<file path="src/rtl/sign_mag_display_sequencer.sv">
// Display-source sequencer: edge-detected buttons pick op_a/op_b/sum or an auto A->B->SUM rotation (NEG_ZERO_NORM_EN folds -0 to +0).
// Latency: button rise changes state at the sampling edge, outputs follow one edge later; operand changes show after 1 cycle.
// Backpressure: none; free-running, outputs refresh every cycle.
module sign_mag_display_sequencer #(
  parameter int DWELL_CYCLES = 100_000_000,
  parameter int CNT_W        = $clog2(DWELL_CYCLES)
) (
  input  logic       clk,
  input  logic       reset,
  input  logic [2:0] btn_lvl,
  input  logic [7:0] op_a,
  input  logic [7:0] op_b,
  input  logic [7:0] sum,
  output logic [7:0] mag,
  output logic       sign,
  output logic [1:0] sel,
  output logic       auto_active
);

  typedef enum logic [1:0] {SHOW_A, SHOW_B, SHOW_SUM, AUTO} state_t;

  localparam logic [1:0] SRC_A   = 2'b00;
  localparam logic [1:0] SRC_B   = 2'b01;
  localparam logic [1:0] SRC_SUM = 2'b10;

  state_t           state_q, state_d;
  logic [1:0]       sub_q, sub_d;
  logic [CNT_W-1:0] cnt_q, cnt_d;
  logic [2:0]       btn_prev;
  logic [2:0]       rise;
  logic [1:0]       cur_src;
  logic [1:0]       sel_d;
  logic [7:0]       v;
  logic             sign_d;

  always_comb begin
    rise    = btn_lvl & ~btn_prev;
    state_d = state_q;
    sub_d   = sub_q;
    cnt_d   = cnt_q;
    if (state_q == AUTO) begin
      if (cnt_q == CNT_W'(DWELL_CYCLES - 1)) begin
        cnt_d = '0;
        case (sub_q)
          SRC_A:   sub_d = SRC_B;
          SRC_B:   sub_d = SRC_SUM;
          default: sub_d = SRC_A;
        endcase
      end else begin
        cnt_d = cnt_q + 1'b1;
      end
    end
    // Any button event overrides the dwell advance computed above.
    case (rise)
      3'b000: ;
      3'b001: begin state_d = SHOW_A;   cnt_d = '0; end
      3'b010: begin state_d = SHOW_B;   cnt_d = '0; end
      3'b100: begin state_d = SHOW_SUM; cnt_d = '0; end
      default: begin
        cnt_d = '0;
        if (state_q == AUTO) begin
          state_d = SHOW_A;
        end else begin
          state_d = AUTO;
          sub_d   = SRC_A;
        end
      end
    endcase
  end

  always_comb begin
    case (state_q)
      SHOW_B:   cur_src = SRC_B;
      SHOW_SUM: cur_src = SRC_SUM;
      AUTO:     cur_src = sub_q;
      default:  cur_src = SRC_A;
    endcase
    case (cur_src)
      SRC_B:   begin v = op_b; sel_d = SRC_B;   end
      SRC_SUM: begin v = sum;  sel_d = SRC_SUM; end
      default: begin v = op_a; sel_d = SRC_A;   end
    endcase
`ifdef NEG_ZERO_NORM_EN
    sign_d = v[7] & (v[6:0] != 7'd0);
`else
    sign_d = v[7];
`endif
  end

  always_ff @(posedge clk or negedge reset) begin
    if (!reset) begin
      state_q     <= SHOW_A;
      sub_q       <= SRC_A;
      cnt_q       <= '0;
      btn_prev    <= 3'b000;
      mag         <= 8'h00;
      sign        <= 1'b0;
      sel         <= SRC_A;
      auto_active <= 1'b0;
    end else begin
      state_q     <= state_d;
      sub_q       <= sub_d;
      cnt_q       <= cnt_d;
      btn_prev    <= btn_lvl;
      mag         <= {1'b0, v[6:0]};
      sign        <= sign_d;
      sel         <= sel_d;
      auto_active <= (state_q == AUTO);
    end
  end

endmodule

</file>
<file path="config.mk">
export PLATFORM = sky130hd
export DESIGN_NAME = sign_mag_display_sequencer
export DESIGN_NICKNAME = d
export VERILOG_FILES = /design/src/rtl/sign_mag_display_sequencer.sv
export SDC_FILE = /design/constraint.sdc
export NUM_CORES = 1
export LEC_CHECK = 0
export ABC_AREA = 1
export CAP_MARGIN = 20
export CORE_MARGIN = 4
export CORE_UTILIZATION = 64
export DETAILED_ROUTE_END_ITERATION = 8
export DONT_BUFFER_PORTS = 1
export HOLD_SLACK_MARGIN = 0.12
export PLACE_DENSITY = 0.8
export SYNTH_ARGS = -nofsm -noshare
export SYNTH_HDL_FRONTEND = slang
export SYNTH_SLANG_ARGS = --single-unit
</file>
<file path="constraint.sdc">
create_clock -name clk -period 1.7 [get_ports clk]
set_input_delay 0.255 -clock clk [delete_from_list [all_inputs] [get_ports clk]]
set_output_delay 0.255 -clock clk [all_outputs]
set_load 0.005 [all_outputs]
</file>
==> run_results.csv <==
group,metric,value,unit
clocking,cts-root-buf,"clkbuf_8",
route,dr.pass1.iters,5,
logic_synthesis,synth_cell_type_count,28,
power,p_seq_frac,0.485,
grt,grt-ovfl-total,0,
die,initial_core_util,0.685,
logic_synthesis,synth_seq_area_share,0.397,
layout,multi_input_area,1540,sq um
clocking,h-tree-depth,2,
route,drc,0,
place,pre_cts_slack,0.0885,ns
logic_synthesis,synth_nets,429,
power,swShare,0.311,
sta,post-route-period-util,0.942,
die,die_h,74.6,microns
die,core_area,4140,sq um
logic_synthesis,syn_avg_cell_area,7.18,sq um
sta,setup_viol,0,
sta,fin_ws,0.0985,ns
place,gp_congestion,0.911,
grt,grt_usage,0.279,
die,die_w,74.6,microns
power,intPower,0.00184,W
power,peakVddDrop,0.632,mV
sta,hold_viol,0,
grt,grt_pass1_wl,11.7,mm
logic_synthesis,yosysWarnings,0,
worst_setup_path,end_kind,"register",
clocking,cts_made_buffers,5,
job,cap_violations,0,
place,place_inst,441,
layout,area_growth,15.0,%
power,power_density,819,nW/um^2
clocking,path_clk_slew,0.08,ns
route,ant_nets,0,
layout,final_cell_count_no_fill,470,
layout,nets,454,
sta,fin_crit,1.60,ns
layout,layout_commonest_cell,"nand2_1",
grt,first_global_vias,2495,
layout,register_area,1130,sq um
sta,skew,0.00420,ns
layout,final_cell_mix,"113 x nand2_1, 63 x nor2_1, 43 x dfrtp_1",
logic_synthesis,synth.top_cell.area_share,0.397,
place,dp_hpwl,4.80,mm
logic_synthesis,netlist_top_cells_area,"dfrtp_1 40%, nand2_1 15%, nor2_1 8.3%, inv_1 4.8%, a21oi_1 4.4%",
die,core.rowCount,23,
logic_synthesis,netlist_area,2840,sq um
clocking,clk-insertion-delay-late,0.30,ns
logic_synthesis,syn_inst,395,
die,dieArea,5560,sq um
place,portBuffers,0,
power,p_leak,1.47,nW
layout,diodes,0,
power,power_frac_clock,0.296,
power,netSwitchingPower,0.000830,W
min_path,hold_path.class,"input port to register",
route,drt-initial-drc-count,258,
route,vias,2683,
route,drt_wl_total,7.17,mm
layout,num-fill-cells,276,
route,wire_per_inst,15.2,microns
clocking,tritoncts,"done",
power,comb_power_share,0.219,
layout,drive_gt1_frac,0.150,
logic_synthesis,synth_seq_cells,45,
worst_setup_path,reg2reg_slack,0.1,ns
worst_setup_path,critPathArrivalTime,1.79,ns
die,ios,41,
grt,antenna_found_initial,0,
sta,fmax,624,MHz
worst_setup_path,critPathMaxFanout,6,
clocking,ctsLongestPathBuffers,2,
worst_setup_path,cp-start-kind,"register",
clocking,cts.sinks,45,
logic_synthesis,post-synth-top-area-cell,"dfrtp_1",
worst_setup_path,critPathKind,"register to register",
worst_setup_path,worstPathRequired,1.89,ns
route,viasPerCell,5.71,
power,power,0.00267,W
grt,grt_max_degree,46,
sta,maxSlewViolCount,0,
sta,hold_slack,0.133,ns
status,outcome,"complete, no violations",
worst max-delay path, stage by stage (launching register included):
cell     delay (ns)
dfrtp_1        0.43
ha_4           0.19
nand3_2        0.12
nor2_4         0.21
nand2_4        0.09
nor2_8         0.16
nor2_2         0.11
nand2_1        0.09
a21oi_1        0.07
timing repair:
item	CTS	global route
hold endpoints to repair	56	0
buffers inserted	0	2
resized for setup	0	12
endpoints found under the setup margin	0	31
hold buffers	20	0
registers in the layout (all words and copies together), names as in the netlist:
| signal | cells |
|---|---|
| auto_active | 1 |
| cnt_q | 27 |
| sub_q | 2 |
| mag | 7 |
| sel | 2 |
| state_q | 2 |
| btn_prev | 3 |
| sign | 1 |
layer usage:
layer / GRT usage / share of wire / vias to the layer above
met1: 0.352 / 0.40 / 1238
met2: 0.463 / 0.49 / 131
met3: 0.0622 / 0.079 / 21
li1: - / - / 1293
met5: 0 / 0 / -
met4: 0.113 / 0.027 / 0
area by class of cell:
class                      instances  share of cell area
clock buffer                       5              0.0211
tap                               50              0.0192
clock inverter                     2              0.0107
timing repair buffer              26              0.0805
sequential                        45               0.346
multi-input combinational        299               0.473
inverter                          43              0.0495
worst paths after layout:
path                            from         to  depth (start not counted)
setup / recovery            cnt_q[0]   cnt_q[2]                          8
hold / removal               op_a[0]     mag[0]                          2
setup reg to reg            cnt_q[0]   cnt_q[2]                          8
hold reg to reg            cnt_q[26]  cnt_q[26]                          2
max in group asynchronous      reset   cnt_q[1]                          2
min in group asynchronous      reset   cnt_q[4]                          2
power by group through the flow:
stage               Combinational [W]  Sequential (W)  Clock [W]
floorplan                    0.000348         0.00128          0
global placement             0.000422         0.00131          0
detailed placement           0.000440         0.00130          0
CTS                          0.000503         0.00129   0.000806
global route                 0.000644         0.00131   0.000846
finish                       0.000584         0.00130   0.000790
synthesized netlist by cell type:
cell,n
a21boi_1,1
a21oi_1,25
buf_1,2
buf_2,1
buf_4,3
clkbuf_1,2
conb_1,1
dfrtp_1,45
ha_1,5
inv_1,36
inv_2,7
nand2_1,114
nand2_2,7
nand2_4,3
nand3_1,25
nand3_2,3
nand3_4,1
nand4_1,15
nor2_1,63
nor2_2,7
nor2_4,8
nor2_8,2
o21ai_0,7
o21ai_1,4
o21ai_4,1
o21bai_1,1
o22ai_1,2
xor2_1,4
cells by family (layout without fill, tap and decap cells):
kind of cell             count (synthesis)  in the layout  share of synthesized area
flip-flops                              45             45                      0.397
buffers and inverters                   51             76                     0.0719
adder cells (fa/ha/maj)                  5              5                     0.0220
other                                    1              1                    0.00132
AO/OA/AOI/OAI                           41             41                     0.0789
AND/OR/NAND/NOR                        248            248                      0.417
XOR/XNOR                                 4              4                     0.0123
stage by stage:
step	utilization	TNS [ns]	instance area, sq um
after floorplan	-	0	2840
after global placement	0.697	0	2890
after detailed placement	0.697	0	2890
after CTS	0.774	0	3210
after global routing	0.787	-0.00118	3260
final	0.787	0	3260
Note: power is estimated with default switching activity, not from simulation.
